### src/rtl/npu_spi_frame_slave.sv
// SPI mode-0 slave: oversampled receive of {cmd, tile_i, tile_j, op_code, data} frames into a FWFT FIFO,
// with a response word shifted out on miso. Define NPU_SPI_PARITY_EN for trailing even parity on both directions.
module npu_spi_frame_slave #(
    parameter int CMD_W       = 8,
    parameter int TILE_W      = 3,
    parameter int OP_W        = 3,
    parameter int DATA_W      = 8,
    parameter int RSP_W       = 8,
    parameter int FIFO_DEPTH  = 4,
    parameter int SYNC_STAGES = 2
) (
    input  logic                            clk,
    input  logic                            rst,
    input  logic                            sclk,
    input  logic                            cs_n,
    input  logic                            mosi,
    output logic                            miso,
    output logic                            cmd_valid,
    input  logic                            cmd_ready,
    output logic [CMD_W-1:0]                cmd,
    output logic [TILE_W-1:0]               tile_i,
    output logic [TILE_W-1:0]               tile_j,
    output logic [OP_W-1:0]                 op_code,
    output logic [DATA_W-1:0]               data,
    input  logic                            rsp_valid,
    output logic                            rsp_ready,
    input  logic [RSP_W-1:0]                rsp_data,
    output logic [$clog2(FIFO_DEPTH):0]     fifo_level,
    output logic                            frame_err,
    output logic                            overflow
);
    localparam int FRAME_W = CMD_W + 2*TILE_W + OP_W + DATA_W;
`ifdef NPU_SPI_PARITY_EN
    localparam int PAR = 1;
`else
    localparam int PAR = 0;
`endif
    localparam int RX_W  = FRAME_W + PAR;
    localparam int TX_W  = RSP_W + PAR;
    localparam int CNT_W = $clog2(RX_W + 2);
    localparam int PTR_W = $clog2(FIFO_DEPTH);
    localparam int LVL_W = PTR_W + 1;
    localparam logic [CNT_W-1:0] CNT_GOOD = CNT_W'(RX_W);
    localparam logic [CNT_W-1:0] CNT_SAT  = CNT_W'(RX_W + 1);
    localparam logic [LVL_W-1:0] LVL_FULL = LVL_W'(FIFO_DEPTH);

    typedef enum logic [1:0] {IDLE, SHIFT, CHECK} state_t;

    // Synchronisers are deliberately not reset so they keep tracking the pins during rst.
    logic [SYNC_STAGES-1:0] sclk_sync, cs_sync, mosi_sync;
    logic sclk_d, cs_d;

    always_ff @(posedge clk) begin
        sclk_sync <= {sclk_sync[SYNC_STAGES-2:0], sclk};
        cs_sync   <= {cs_sync[SYNC_STAGES-2:0], cs_n};
        mosi_sync <= {mosi_sync[SYNC_STAGES-2:0], mosi};
        sclk_d    <= sclk_sync[SYNC_STAGES-1];
        cs_d      <= cs_sync[SYNC_STAGES-1];
    end

    logic sclk_s, cs_s, mosi_s;
    logic sclk_rise, sclk_fall, cs_fall, cs_rise;
    assign sclk_s    = sclk_sync[SYNC_STAGES-1];
    assign cs_s      = cs_sync[SYNC_STAGES-1];
    assign mosi_s    = mosi_sync[SYNC_STAGES-1];
    assign sclk_rise = sclk_s & ~sclk_d;
    assign sclk_fall = ~sclk_s & sclk_d;
    assign cs_fall   = ~cs_s & cs_d;
    assign cs_rise   = cs_s & ~cs_d;

    // A frame already in progress when reset lifts is ignored until cs_n has been seen high.
    logic armed, cs_start;
    always_ff @(posedge clk) begin
        if (rst)       armed <= 1'b0;
        else if (cs_s) armed <= 1'b1;
    end
    assign cs_start = cs_fall & armed;

    state_t state, state_nx;
    logic [CNT_W-1:0] cnt;
    logic [RX_W-1:0]  sr;
    logic [FRAME_W-1:0] frame_in;
    logic len_ok, par_ok, full, push, pop, do_err, do_ovf;

    assign frame_in = sr[RX_W-1 -: FRAME_W];
    assign len_ok   = (cnt == CNT_GOOD);
`ifdef NPU_SPI_PARITY_EN
    assign par_ok   = ~^sr;
`else
    assign par_ok   = 1'b1;
`endif

    always_ff @(posedge clk) begin
        if (rst) state <= IDLE;
        else     state <= state_nx;
    end

    always_comb begin
        state_nx = state;
        push     = 1'b0;
        do_err   = 1'b0;
        do_ovf   = 1'b0;
        case (state)
            IDLE:  if (cs_start) state_nx = SHIFT;
            SHIFT: if (cs_rise)  state_nx = CHECK;
            CHECK: begin
                state_nx = IDLE;
                if (!(len_ok && par_ok)) do_err = 1'b1;
                else if (full && !pop)   do_ovf = 1'b1;
                else                     push   = 1'b1;
            end
            default: state_nx = IDLE;
        endcase
    end

    always_ff @(posedge clk) begin
        if (rst) begin
            cnt <= '0;
            sr  <= '0;
        end else if (state == IDLE && cs_start) begin
            cnt <= '0;
            sr  <= '0;
        end else if (state == SHIFT && sclk_rise) begin
            if (cnt < CNT_GOOD) sr  <= {sr[RX_W-2:0], mosi_s};
            if (cnt != CNT_SAT) cnt <= cnt + 1'b1;
        end
    end

    always_ff @(posedge clk) begin
        if (rst) begin
            frame_err <= 1'b0;
            overflow  <= 1'b0;
        end else begin
            frame_err <= do_err;
            overflow  <= do_ovf;
        end
    end

    logic [FRAME_W-1:0] mem [FIFO_DEPTH];
    logic [PTR_W-1:0]   wr_ptr, rd_ptr;
    logic [LVL_W-1:0]   level;
    logic [FRAME_W-1:0] head;

    assign cmd_valid  = (level != '0);
    assign full       = (level == LVL_FULL);
    assign pop        = cmd_valid & cmd_ready;
    assign fifo_level = level;

    always_ff @(posedge clk) begin
        if (push && !rst) mem[wr_ptr] <= frame_in;
    end

    always_ff @(posedge clk) begin
        if (rst) begin
            wr_ptr <= '0;
            rd_ptr <= '0;
            level  <= '0;
        end else begin
            if (push) wr_ptr <= wr_ptr + 1'b1;
            if (pop)  rd_ptr <= rd_ptr + 1'b1;
            case ({push, pop})
                2'b10:   level <= level + 1'b1;
                2'b01:   level <= level - 1'b1;
                default: level <= level;
            endcase
        end
    end

    assign head = cmd_valid ? mem[rd_ptr] : '0;
    assign {cmd, tile_i, tile_j, op_code, data} = head;

    logic [RSP_W-1:0] hold;
    logic             hold_full, tx_on;
    logic [TX_W-1:0]  tx_sh, tx_word;

`ifdef NPU_SPI_PARITY_EN
    assign tx_word = {hold, ^hold};
`else
    assign tx_word = hold;
`endif

    always_ff @(posedge clk) begin
        if (rst) begin
            hold      <= '0;
            hold_full <= 1'b0;
            tx_sh     <= '0;
            tx_on     <= 1'b0;
        end else begin
            if (cs_start) begin
                tx_sh     <= hold_full ? tx_word : '0;
                tx_on     <= 1'b1;
                hold_full <= 1'b0;
            end else if (tx_on && sclk_fall) begin
                tx_sh <= {tx_sh[TX_W-2:0], 1'b0};
            end
            if (cs_rise) tx_on <= 1'b0;
            // A word offered on the cs_fall cycle waits for the following frame.
            if (rsp_valid && !hold_full) begin
                hold      <= rsp_data;
                hold_full <= 1'b1;
            end
        end
    end

    assign rsp_ready = ~hold_full;
    assign miso      = tx_on & tx_sh[TX_W-1];
endmodule

### config.mk
export PLATFORM = sky130hd
export DESIGN_NAME = npu_spi_frame_slave
export DESIGN_NICKNAME = d
export VERILOG_FILES = /design/src/rtl/npu_spi_frame_slave.sv
export SDC_FILE = /design/constraint.sdc
export NUM_CORES = 1
export LEC_CHECK = 0
export ABC_AREA = 1
export BUFFER_PORTS_ARGS = -buffer_cell sky130_fd_sc_hd__buf_2
export CAP_MARGIN = 15
export CORE_UTILIZATION = 55
export CTS_BUF_LIST = sky130_fd_sc_hd__clkbuf_4 sky130_fd_sc_hd__clkbuf_8
export DETAILED_ROUTE_END_ITERATION = 12
export PLACE_DENSITY_LB_ADDON = 0.2
export RECOVER_POWER = 50
export SYNTH_ARGS = -nofsm -noshare
export SYNTH_HDL_FRONTEND = slang
export SYNTH_SLANG_ARGS = --single-unit
export TNS_END_PERCENT = 20
### constraint.sdc
create_clock -name clk -period 4.35 [get_ports clk]
set_clock_uncertainty 0.15 [all_clocks]
set_input_delay 0.2175 -clock clk [delete_from_list [all_inputs] [get_ports clk]]
set_output_delay 0.2175 -clock clk [all_outputs]
set_load 0.03 [all_outputs]
# Word level (Yosys, flattened, before mapping)
# Memories as Yosys holds them, arrays and structs flattened. A register that Yosys moved wholly into a read port is not among the register bits.
# Index checks and enable logic that the tools add are counted.
[totals]
output_inout_bits = 33
n_memories = 1
regBits = 68
ramBits = 100
input_bits = 15
word_cells = 88
[classes]
n_reduce_logical = 21
n_mux = 19
n_eq_ne = 9
n_addsub = 5
bitwise_logic = 14
magnitude_cmp = 1
[mem_list]
columns = ["name", "words", "word_bits", "rd", "rd_ports_with_merged_regs", "wr", "line_no", "text"]
rows = [
  ["mem", 4, 25, 1, 1, 1, "139", "logic [FRAME_W-1:0] mem [FIFO_DEPTH];"],
]
[op_table]
columns = ["operator", "n"]
rows = [
  ["$mux 25", 1],
  ["$mux 8", 3],
  ["$mux 1", 9],
  ["$mux 2", 4],
  ["$and 1x1->1", 7],
  ["$not 1->1", 7],
  ["$logic_and 1x1->1", 6],
  ["$pmux 3 s2", 1],
  ["$reduce_and 2->1", 3],
  ["$reduce_bool 2->1", 3],
  ["$reduce_or 2->1", 3],
  ["$add 5x1->5 const B", 1],
  ["$eq 5x5->1 const B", 1],
  ["$lt 5x5->1 const B", 1],
  ["$ne 5x5->1 const B", 1],
  ["$add 2x1->2 const B", 2],
  ["$eq 2x1->1 const B", 2],
  ["$eq 2x2->1 const B", 2],
  ["$ne 2x2->1 const B", 2],
  ["$pmux 2 s2", 1],
  ["$add 3x1->3 const B", 1],
  ["$eq 3x3->1 const B", 1],
  ["$logic_not 1->1", 3],
  ["$reduce_bool 3->1", 1],
  ["3 further kinds", 3],
]

# Logic depth before layout (Yosys ltp)
[logic_depth]
depth_word = 10
ltp_mapped = 15
ltp_nobuf = 15

# Least setup slack after synthesis
# No wires, ideal clock.
[synth_timing]
path_type = "reg-to-reg"
from = "register cnt[0]"
to = "memory mem[0][0] (netlist name) (enable)"
arrival_time_ns = 2.169
stages_incl_launch_ff = 8
path_slack_ns = 1.624
setup_time_ns = 0.407
synth_period_minus_slack_ns = 2.726
cell_sequence = "dfxtp_1 -> ha_1 -> nand2_1 -> nor2_2 -> nand2_2 -> nor2_4 -> nand2_2 -> nor2_1"
[synth_between]
elab_chain_cells = 6
[synth_lines]
columns = ["item", "line_no", "text"]
rows = [
  ["from (decl)", "80", "logic [CNT_W-1:0] cnt;"],
  ["from (signal assigned)", "125", "if (cnt != CNT_SAT) cnt <= cnt + 1'b1;"],
  ["$eq 5x5->1", "86", "assign len_ok = (cnt == CNT_GOOD);"],
  ["$mux 1", "108", "if (!(len_ok && par_ok)) do_err = 1'b1;"],
  ["$mux 1", "103", "case (state)"],
  ["$logic_and 1x1->1", "150", "if (push && !rst) mem[wr_ptr] <= frame_in;"],
  ["$mux 1", "150", ""],
  ["$mux 1 (not written as such)", "150", ""],
  ["to (decl)", "139", ""],
]
# Every way passes these cells.

# Worst setup path after layout
[layout_timing]
from = "register cs_sync[1]"
to = "register cnt[0]"
[layout_between]
elab_chain_cells = 5
[layout_lines]
columns = ["item", "line_no", "text"]
rows = [
  ["from (decl)", "50", "logic [SYNC_STAGES-1:0] sclk_sync, cs_sync, mosi_sync;"],
  ["from (signal assigned)", "55", "cs_sync <= {cs_sync[SYNC_STAGES-2:0], cs_n};"],
  ["$not 1->1", "68", "assign cs_fall = ~cs_s & cs_d;"],
  ["$and 1x1->1", "68", ""],
  ["$and 1x1->1", "77", "assign cs_start = cs_fall & armed;"],
  ["$logic_and 1x1->1", "120", "end else if (state == IDLE && cs_start) begin"],
  ["$reduce_or 2->1 (no source line)", "-", ""],
]
# Every way passes these cells.
# A chain may end at the register's enable or synchronous reset.

==> flow_summary.yaml <==
status:
  status: "complete, but fails checks"
  violations: "max-capacitance violations, max-slew violations"
critical_path:
  path_max_fanout: 29
  end_kind: "flop"
  criticalPathCategory: "reg2reg"
  path_delay_family: "buffers and inverters"
  path_cells: "inv_1, nand3_1, nor2_1, nor2_2, clkbuf_1, o21ai_0, nor2_1"
  cp-start-kind: "flop"
  crit_buf_inv: 2
  cp_data_required_time_ns: 4.59
  cp.arrival_ns: 3.08
  cp_common_cell: "nor2_1"
  slowest_delay_ns: 1.16
  crit_slowest_cell: "clkbuf_1"
yosys:
  yosys.area.top_type: "edfxtp_1"
  synth-warning-count: 0
  syn_nets: 743
  synthesis.area_um2: 6935
  postSynthCellCount: 719
  synth_top_area_share_pct: 43.30
  synthTopCellsByArea: "edfxtp_1 (43%), dfxtp_1 (20%), nor2_1 (9.5%)"
  ys_seq_area_share_pct: 63.50
  yosysUniqueCellTypes: 28
  synth_seq_cells: 170
  postSynthAreaPerCell_um2: 9.646
clocking:
  clk_pin_slew_ns: 0.08
  htreeDepth: 4
  root_buffer: "clkbuf_8"
  post_cts_resized: 0
  cts_buffers: 17
  cts.sinks: 170
  cts_tree: "yes"
  worstSkewPairLatency_ns: 0.46
  postCtsSetupBuffers: 0
  clock_path_buffers: 2
layout:
  nNetsFinal: 794
  syn2layout_area_growth_pct: 11.46
  antennaDiodeCount: 0
  drive_gt1_share_pct: 11.75
  fillers: 994
timing:
  tns_ns: 0
  worst_pin_slew_ns: 1.600
  fmaxAchievable_mhz: 351.5
  max-slew-margin-rel_pct: -6.691
  setup_viol_count_final: 0
  rsz0062_at_grt: "no"
  finalHoldViolCount: 0
  drv_slew: 30
  hold_slack_ns: 0.1240
  min_period_over_period_pct: 65.40
  layout_min_cycle_time_ns: 2.845
route:
  drt-initial-drc-count: 314
  routedWlPerCell_um: 14.18
  final_antenna_net_count: 0
  wirelength_mm: 13.49
  vias: 4866
  first_pass_iters: 4
  avgViaCountPerCell: 5.117
  drc_errors: 0
power:
  ir_drop_mv: 0.1852
  powerDensity_nw_per_um2: 375.3
  p_total_mw: 2.901
  p_leak_nw: 2.940
place:
  dp_hpwl_mm: 7.880
  io_buffers: 47
  gp_congestion: 0.7852
die:
  initial_core_util_pct: 57.03
  die_x_um: 114.3
  boundaryPins: 48
  die_y_um: 114.3
  core_region_area_um2: 12160
  rows: 40
  dieArea_um2: 13060
job:
  maxCapViolations: 1
global_route:
  antenna_found_initial: 0
  busiest_layer: "met2"
  use_met3_pct: 4.711
  overflow: 0
  grt_max_degree: 53
  grt_pass1_wl_mm: 22.22
  grt_pass1_vias: 4737
  grt_use_met2_pct: 38.87
  grt_use_total_pct: 22.52
  use_met1_pct: 27.19
min_path:
  hold_path.class: "in2reg"
==> power by group <==
part / total (mW) / internal [mW] / switching [mW] / leakage, nW
Clock: 1.10 / 0.568 / 0.532 / 0.204
Sequential: 1.72 / 1.71 / 0.0144 / 1.50
Combinational: 0.0809 / 0.0338 / 0.0471 / 1.24
Total: 2.90 / 2.31 / 0.594 / 2.94
==> flip-flops by register name, summed over array words and instances (netlist names), named ones only <==
register and flops:
rd_ptr 2, hold_full 1, wr_ptr 2, fifo_level 3, tx_sh 8, cs_d 1
state 2, frame_err 1, cnt 5, tx_on 1, overflow 1, sclk_d 1
mosi_sync 2, mem 100, frame_in 25, cs_sync 2, hold 8, sclk_sync 2
armed 1
==> through the flow <==
stage / setup WS [ns] / cells / area (um^2) / util (%)
6_report: 1.505 / 951 / 7730 / 63.56
5_1_grt: 1.215 / 951 / 7730 / 63.56
4_1_cts: 1.583 / 950 / 7747 / 63.70
3_5_place_dp: 1.960 / 905 / 7223 / 59.39
3_3_place_gp: 2.152 / 905 / 7223 / 59.39
2_1_floorplan: 1.624 / 719 / 6935 / -
==> per-layer routing <==
layer,wire length [um],vias to the layer above
met4,185,0
met2,6786,108
met5,0,-
met1,5960,2276
met3,554,13
li1,-,2469
==> final cells by class <==
class,count,area (um^2),area share [%]
Clock buffer,24,299.0,3.869
Clock inverter,8,95.09,1.230
Inverter,66,247.7,3.205
Multi-Input combinational cell,447,2051,26.53
Sequential cell,170,4404,56.98
Tap cell,168,210.2,2.719
Timing Repair Buffer,68,422.9,5.471
==> what timing repair did <==
item                       CTS  global route
hold endpoints to repair    21             0
hold buffers                13             0
setup endpoints to repair    0             0
==> path summary, 6_finish.rpt <==
path                        start                endpoint  slack, ns  depth (start not counted)
max            cs_sync[1]$_DFF_P_     cnt[0]$_SDFFE_PP0P_       1.51                          7
min                     rsp_valid  hold_full$_SDFFE_PP0P_       0.12                          5
max reg2reg    cs_sync[1]$_DFF_P_     cnt[0]$_SDFFE_PP0P_       1.51                          7
min reg2reg  sclk_sync[0]$_DFF_P_    sclk_sync[1]$_DFF_P_       0.19                          0
==> Yosys cell counts (all sizes together) <==
cell / n
clkbuf: 9
a21oi: 62
fa: 1
xor2: 2
o21bai: 1
nor4: 1
o21ai: 78
edfxtp: 100
ha: 8
buf: 27
nand2: 75
dfxtp: 70
nor2: 180
nand4: 4
or2: 2
inv: 66
nor3: 1
nand3: 32
==> placed cells by master, fill, tap and decap left out, types with 4 or more instances in the layout <==
master / instances
nor2_1: 174
edfxtp_1: 100
nand2_1: 72
dfxtp_1: 70
o21ai_0: 67
inv_1: 62
a21oi_1: 62
buf_2: 38
nand3_1: 32
clkbuf_8: 19
dlygate4sd3_1: 13
o21ai_1: 11
clkbuf_1: 10
ha_1: 8
buf_4: 6
nor2_2: 5
clkbuf_4: 5
inv_2: 4
nand4_1: 4
clkinv_2: 4
==> cells by family after synthesis <==
group | Yosys count | share of synthesized area (%)
simple gates | 295 | 17.32
fa+ha+maj | 9 | 1.732
xor+xnor | 2 | 0.2526
flops | 170 | 63.50
buf+inv | 102 | 6.819
compound gates | 141 | 10.37
==> tightest hold or removal path, cell delays in order <==
cell and delay (ns):
buf_2 0.08, nand2_1 0.17, o21ai_0 0.13, nand2_1 0.06, inv_1 0.05
(Power assumes the default switching activity.)
